<file path="config.mk">
export PLATFORM = sky130hd
export DESIGN_NAME = alu_op_sequencer
export DESIGN_NICKNAME = d
export VERILOG_FILES = /design/src/rtl/alu_op_sequencer.sv
export SDC_FILE = /design/constraint.sdc
export NUM_CORES = 1
export LEC_CHECK = 0
export CAP_MARGIN = 40
export CORE_MARGIN = 2
export CORE_UTILIZATION = 56
export CTS_CLUSTER_SIZE = 30
export DETAILED_ROUTE_END_ITERATION = 12
export GPL_TIMING_DRIVEN = 0
export HOLD_SLACK_MARGIN = 0.02
export MAX_ROUTING_LAYER = met4
export PLACE_DENSITY_LB_ADDON = 0.3
export REMOVE_ABC_BUFFERS = 1
export SLEW_MARGIN = 40
export SYNTH_ARGS = -nofsm -noshare
export SYNTH_HDL_FRONTEND = slang
export SYNTH_SLANG_ARGS = --single-unit
</file>
<file path="constraint.sdc">
create_clock -name clk -period 4.5 [get_ports clk]
set_clock_uncertainty 0.05 [all_clocks]
set_input_delay 0.675 -clock clk [delete_from_list [all_inputs] [get_ports clk]]
set_output_delay 0.675 -clock clk [all_outputs]
set_load 0.005 [all_outputs]
</file>
<file path="src/rtl/alu_op_sequencer.sv">
// ALU operation sequencer: decodes an ALU_Op/funct request, completes simple
// operations in one cycle, and runs multiply (shift-add) and unsigned divide
// (restoring) iteratively, one bit per cycle. The result is held until the
// consumer accepts it.
module alu_op_sequencer #(
    parameter int WIDTH   = 32,
    parameter int FUNCT_W = 6,
    parameter int OP_W    = 2
) (
    input  logic               clk,
    input  logic               rst,
    input  logic               in_valid,
    output logic               in_ready,
    input  logic [OP_W-1:0]    alu_op,
    input  logic [FUNCT_W-1:0] funct,
    input  logic [WIDTH-1:0]   a,
    input  logic [WIDTH-1:0]   b,
    output logic               out_valid,
    input  logic               out_ready,
    output logic [WIDTH-1:0]   result,
    output logic [3:0]         alu_control,
    output logic               illegal,
    output logic               div_by_zero,
    output logic               busy
);

    localparam int SHW   = $clog2(WIDTH);
    localparam int CNT_W = SHW + 1;

    localparam logic [3:0] CTRL_NONE  = 4'b0000;
    localparam logic [3:0] CTRL_ADD0  = 4'b0001;
    localparam logic [3:0] CTRL_SUB0  = 4'b0010;
    localparam logic [3:0] CTRL_ADD   = 4'b0011;
    localparam logic [3:0] CTRL_SUB   = 4'b0100;
    localparam logic [3:0] CTRL_MUL   = 4'b0101;
    localparam logic [3:0] CTRL_DIV   = 4'b0110;
    localparam logic [3:0] CTRL_OR    = 4'b0111;
    localparam logic [3:0] CTRL_AND   = 4'b1000;
    localparam logic [3:0] CTRL_XOR   = 4'b1001;
    localparam logic [3:0] CTRL_SLL   = 4'b1010;
    localparam logic [3:0] CTRL_SRL   = 4'b1011;
    localparam logic [3:0] CTRL_SLT   = 4'b1100;

    typedef enum logic [1:0] {
        IDLE = 2'b00,
        EXEC = 2'b01,
        DONE = 2'b10
    } state_t;

    state_t             r_state;
    state_t             w_stateNext;

    // The decoded control code fully captures alu_op/funct, so it is what
    // gets registered at acceptance.
    logic [3:0]         r_aluCtrl;
    logic               r_illegal;
    logic               r_divByZero;
    logic [WIDTH-1:0]   r_result;
    logic [CNT_W-1:0]   r_count;

    // Shared iteration registers.
    // mul: r_acc = partial product, r_opA = shifted multiplicand, r_opB = multiplier
    // div: r_acc = remainder,       r_opA = dividend/quotient,    r_opB = divisor
    logic [WIDTH-1:0]   r_acc;
    logic [WIDTH-1:0]   r_opA;
    logic [WIDTH-1:0]   r_opB;

    logic [3:0]         w_decCtrl;
    logic               w_decIllegal;
    logic               w_isMul;
    logic               w_isDiv;
    logic               w_divZero;
    logic               w_multiCycle;
    logic               w_accept;
    logic               w_execLast;
    logic               w_lt;
    logic [WIDTH-1:0]   w_quickResult;

    logic [WIDTH-1:0]   w_mulAccNext;
    logic [WIDTH:0]     w_divShift;
    logic               w_divFits;
    logic [WIDTH-1:0]   w_divRemNext;
    logic [WIDTH-1:0]   w_divQuotNext;

    // Decode the incoming ALU_Op/funct pair into a 4-bit control code.
    always_comb begin
        w_decCtrl    = CTRL_NONE;
        w_decIllegal = 1'b0;
        if (alu_op == OP_W'(0)) begin
            w_decCtrl = CTRL_ADD0;
        end else if (alu_op == OP_W'(1)) begin
            w_decCtrl = CTRL_SUB0;
        end else if (alu_op == OP_W'(2)) begin
            w_decCtrl = CTRL_SLT;
        end else begin
            case (funct)
                FUNCT_W'(0): w_decCtrl = CTRL_ADD;
                FUNCT_W'(1): w_decCtrl = CTRL_SUB;
                FUNCT_W'(2): w_decCtrl = CTRL_MUL;
                FUNCT_W'(3): w_decCtrl = CTRL_DIV;
                FUNCT_W'(4): w_decCtrl = CTRL_OR;
                FUNCT_W'(5): w_decCtrl = CTRL_AND;
                FUNCT_W'(6): w_decCtrl = CTRL_XOR;
                FUNCT_W'(7): w_decCtrl = CTRL_SLL;
                FUNCT_W'(8): w_decCtrl = CTRL_SRL;
                FUNCT_W'(9): w_decCtrl = CTRL_SLT;
                default: begin
                    w_decCtrl    = CTRL_NONE;
                    w_decIllegal = 1'b1;
                end
            endcase
        end
    end

    // Compute single-cycle results straight from the request operands.
    always_comb begin
        w_isMul      = (w_decCtrl == CTRL_MUL);
        w_isDiv      = (w_decCtrl == CTRL_DIV);
        w_divZero    = w_isDiv && (b == '0);
        w_multiCycle = (w_isMul || w_isDiv) && !w_divZero;
        w_lt         = ($signed(a) < $signed(b));
        w_quickResult = '0;
        case (w_decCtrl)
            CTRL_ADD0, CTRL_ADD: w_quickResult = a + b;
            CTRL_SUB0, CTRL_SUB: w_quickResult = a - b;
            CTRL_OR:             w_quickResult = a | b;
            CTRL_AND:            w_quickResult = a & b;
            CTRL_XOR:            w_quickResult = a ^ b;
            CTRL_SLL:            w_quickResult = a << b[SHW-1:0];
            CTRL_SRL:            w_quickResult = a >> b[SHW-1:0];
            CTRL_SLT:            w_quickResult = {{(WIDTH-1){1'b0}}, w_lt};
            CTRL_DIV:            w_quickResult = '1;
            default:             w_quickResult = '0;
        endcase
    end

    // One step of shift-add multiply and of restoring division.
    always_comb begin
        w_mulAccNext  = r_acc + (r_opB[0] ? r_opA : '0);
        w_divShift    = {r_acc, r_opA[WIDTH-1]};
        w_divFits     = (w_divShift >= {1'b0, r_opB});
        w_divRemNext  = w_divFits ? (w_divShift[WIDTH-1:0] - r_opB)
                                  : w_divShift[WIDTH-1:0];
        w_divQuotNext = {r_opA[WIDTH-2:0], w_divFits};
    end

    // Next-state and handshake outputs; reset blocks acceptance.
    always_comb begin
        w_stateNext = r_state;
        in_ready    = (r_state == IDLE) && !rst;
        out_valid   = (r_state == DONE);
        busy        = (r_state != IDLE);
        w_accept    = in_ready && in_valid;
        w_execLast  = (r_state == EXEC) && (r_count == '0);
        case (r_state)
            IDLE: begin
                if (w_accept) begin
                    w_stateNext = w_multiCycle ? EXEC : DONE;
                end
            end
            EXEC: begin
                if (w_execLast) begin
                    w_stateNext = DONE;
                end
            end
            DONE: begin
                if (out_ready) begin
                    w_stateNext = IDLE;
                end
            end
            default: w_stateNext = IDLE;
        endcase
    end

    // State register with synchronous reset.
    always_ff @(posedge clk) begin
        if (rst) begin
            r_state <= IDLE;
        end else begin
            r_state <= w_stateNext;
        end
    end

    // Datapath: capture the request, iterate mul/div, and hold the result.
    always_ff @(posedge clk) begin
        if (rst) begin
            r_aluCtrl   <= CTRL_NONE;
            r_illegal   <= 1'b0;
            r_divByZero <= 1'b0;
            r_result    <= '0;
            r_count     <= '0;
            r_acc       <= '0;
            r_opA       <= '0;
            r_opB       <= '0;
        end else if (w_accept) begin
            r_aluCtrl   <= w_decCtrl;
            r_illegal   <= w_decIllegal;
            r_divByZero <= w_divZero;
            r_acc       <= '0;
            r_opA       <= a;
            r_opB       <= b;
            if (w_multiCycle) begin
                r_count  <= CNT_W'(WIDTH - 1);
                r_result <= '0;
            end else begin
                r_count  <= '0;
                r_result <= w_quickResult;
            end
        end else if (r_state == EXEC) begin
            if (!w_execLast) begin
                r_count <= r_count - CNT_W'(1);
            end
            if (r_aluCtrl == CTRL_DIV) begin
                r_acc <= w_divRemNext;
                r_opA <= w_divQuotNext;
                if (w_execLast) begin
                    r_result <= w_divQuotNext;
                end
            end else begin
                r_acc <= w_mulAccNext;
                r_opA <= r_opA << 1;
                r_opB <= r_opB >> 1;
                if (w_execLast) begin
                    r_result <= w_mulAccNext;
                end
            end
        end
    end

    // Registered status is presented directly.
    always_comb begin
        result      = r_result;
        alu_control = r_aluCtrl;
        illegal     = r_illegal;
        div_by_zero = r_divByZero;
    end

endmodule
</file>
==> metrics.txt <==
Worst setup SP type=input port; Mean Syn Cell Area=6.93 um^2; share of flip-flops with an asynchronous set or reset=0%; routed length per instance=25.1 um; share of post-route cells with drive strength above 1=7.85%; IO buf count=116; total track usage=45.1%; DRT Pass-1 Iters=7; area share of the largest cell type after synthesis=15.6%; post-route setup TNS=0 ns; maximum clock path buffer count=2; reg2reg setup slack=0.43 ns; Critical Path, Cell by Cell=clkdlybuf4s50_1 > inv_1 > ha_1 > and3_1 > and2_1 > nand3_1 > a211oi_2 > or2_1 > o41a_1 > a311oi_2 > a221o_1 > nand2_1 > a41o_1 > a21oi_1; Via Count=~22k; synthesized cell area=18300 um^2; largest area contributor in the netlist=dfxtp_1; Clock Pin Slew Worst Setup and Hold Paths=0.06 ns; Yosys warnings=0; Fillers=approximately 3.0k; dpl cells=3040; Post-Synth XOR/XNOR Area=between 3 and 4%; Die Y=185 um; leakage power=8.47 nW; relative slew slack=36.8%; critical path type=input port to flip-flop; cts bufs inserted=17; Worst path max stage delay=0.70 ns; period utilisation layout=98.2%; top cells by area, synth=dfxtp_1, ha_1, a21oi_1; Post-Layout Cell Count=about 3.1k; htree depth=4; Crit-path slowest cell=clkdlybuf4s50_1; post-synthesis mux area share=under 10%; Hold Crit Class=flip-flop to flip-flop; Req. time, crit path=4.76 ns; routability cong.=1.01; antenna violations before repair=1; distinct cell type count after synthesis=82; most common cell in the netlist=nand2_1; Final setup violation count=0; I/O pin count=approximately 120; measured slew at the worst slew-check pin=0.941 ns; vias per cell=~7.0; drt drc=0; first-pass GRT wire length=roughly 110000 um; TritonCTS clock tree=done; worst-skew pair later-pin latency=0.44 ns; maxcap violations=0; synth cell count leaders=nand2_1, a21oi_1, nor2_1, o21ai_0, ha_1; Setup crit end kind=flip-flop; Layout Nets=2867; Overflow after GRT=0; fmax=0.226 GHz; Final Hold Vio Count=0; post-route ant nets=0; main combinational cell family by area after synthesis=compound AO/OA/AOI/OAI gates; Worst VDD drop=a little under 0.3 mV; outcome=completed; Min Clock Period, post-route=4.42 ns; pwr dens=225 nW/um^2; Cell Rows=66; die area=34100 um^2; top_reg_cell synth=dfxtp_1; CP arrival=between 4 and 5 ns; largest net degree at the start of global routing=77; final slew viol count=0; CTS Hold Bufs=0; die width=around 180 um; vias in the first global route=just under 20k; adder-cell area share of the yosys netlist=11.5%; RSZ-0062 raised after global routing=false; Synth-to-Final Area Change=14.0%; Seq/Total Area, Yosys=15.6%; Mapped Cells=2637; Compound-Gate Fraction of Synth Area=34.8%; EDFF count, synth=0; Detailed Route WL=77300 um; Synth Register Bits=142; CTS Root Buffer Type=clkbuf_16; first-iteration detailed-routing DRC count=3347; Initial Util=56.6%; Post-Synth Simple-Gate Area=20.9%; HPWL after detailed placement=58500 um; core box area=32300 um^2; Crit Path Max Fanout=9; CTS sink count=approximately 140
state kept, by name, summed over array words and instances, names as in the netlist:
name / cells
r_state: 2
r_opB: 32
illegal: 1
r_acc: 32
r_count: 6
div_by_zero: 1
alu_control: 4
result: 32
r_opA: 32
cell families (layout without fill, tap and decap cells):
kind of cell	after synthesis	in the layout
flip-flops	142	142
other	0	1
AND/OR/NAND/NOR	855	855
AO/OA/AOI/OAI	971	971
XOR/XNOR	66	66
adder cells (fa/ha/maj)	166	166
multiplexers	96	96
buffers and inverters	341	342
what timing repair did:
item                       CTS  global route
gates resized for setup     33            39
gates cloned                 2             1
setup buffers                2             3
pin swaps                    0             3
setup endpoints to repair   13            11
report_power, final:
part	leakage (nW)	total, mW	switching [mW]	internal (mW)
clock network	0.270	1.36	0.589	0.775
logic	7.04	1.93	1.21	0.722
registers	1.16	1.39	0.0721	1.32
total	8.47	4.69	1.87	2.82
worst max-delay path: cells and delay by family:
| family | cells | cell delay [ns] |
|---|---|---|
| fa+ha+maj | 1 | 0.53 |
| simple gates | 5 | 0.88 |
| buf+inv | 2 | 0.93 |
| compound gates | 6 | 1.64 |
worst paths after layout:
kind / startpoint / end / cells after the start
min: r_opA[14] / r_opA[14] / 2
min reg2reg: r_opA[14] / r_opA[14] / 2
max: a[13] / result[29] / 14
max reg2reg: r_opB[0] / r_acc[6] / 14
final cells by class:
| class | instances | area [um^2] | share of cell area, % |
|---|---|---|---|
| Clock inverter | 13 | 116 | 0.559 |
| Tap cell | 442 | 553 | 2.66 |
| Clock buffer | 19 | 443 | 2.13 |
| Antenna cell | 1 | 2.50 | 0.0120 |
| Multi-Input combinational cell | 2154 | 14500 | 69.5 |
| Inverter | 145 | 574 | 2.76 |
| Sequential cell | 142 | 2850 | 13.7 |
| Timing Repair Buffer | 165 | 1820 | 8.74 |
placed cells by master (no fill, tap or decap), drive strengths merged, types with 9 or more instances in the layout:
| cell type | instances |
|---|---|
| a211oi | 43 |
| a21o | 42 |
| a21oi | 306 |
| a221o | 12 |
| a221oi | 32 |
| a22oi | 43 |
| a311oi | 41 |
| a31oi | 45 |
| and2 | 40 |
| and3 | 17 |
| buf | 52 |
| clkbuf | 25 |
| clkdlybuf4s50 | 95 |
| clkinv | 9 |
| dfxtp | 142 |
| ha | 162 |
| inv | 144 |
| mux2 | 16 |
| mux2i | 58 |
| mux4 | 22 |
| nand2 | 326 |
| nand2b | 22 |
| nand3 | 49 |
| nand4 | 13 |
| nor2 | 260 |
| nor2b | 23 |
| nor3 | 43 |
| nor4 | 19 |
| o211ai | 23 |
| o21a | 17 |
| o21ai | 175 |
| o21bai | 16 |
| o221ai | 28 |
| o22ai | 30 |
| o31ai | 20 |
| or2 | 12 |
| xnor2 | 41 |
| xor2 | 25 |
metal layers:
metal | up-vias | share of wire, % | track usage [%]
met2 | 1510 | 44 | 67.8
li1 | 9682 | - | -
met4 | 0 | 5.9 | 22.6
met3 | 331 | 12 | 6.48
met1 | 10100 | 39 | 59.0
met5 | - | 0 | -
through the flow:
stage | setup slack (ns) | utilization, % | power, mW | hold WS (ns) | instance area, um^2
2_1_floorplan | -1.79 | - | 2.48 | 0.397 | 17500
3_3_place_gp | -6.31 | 59.5 | 3.14 | 0.410 | 19200
3_5_place_dp | -1.60 | 61.6 | 3.20 | 0.424 | 19900
4_1_cts | 0.00115 | 63.9 | 4.57 | 0.433 | 20600
5_1_grt | 0.00417 | 64.5 | 4.85 | 0.459 | 20800
6_report | 0.0823 | 64.5 | 4.69 | 0.436 | 20800
Note: power is estimated with default switching activity, not from simulation.
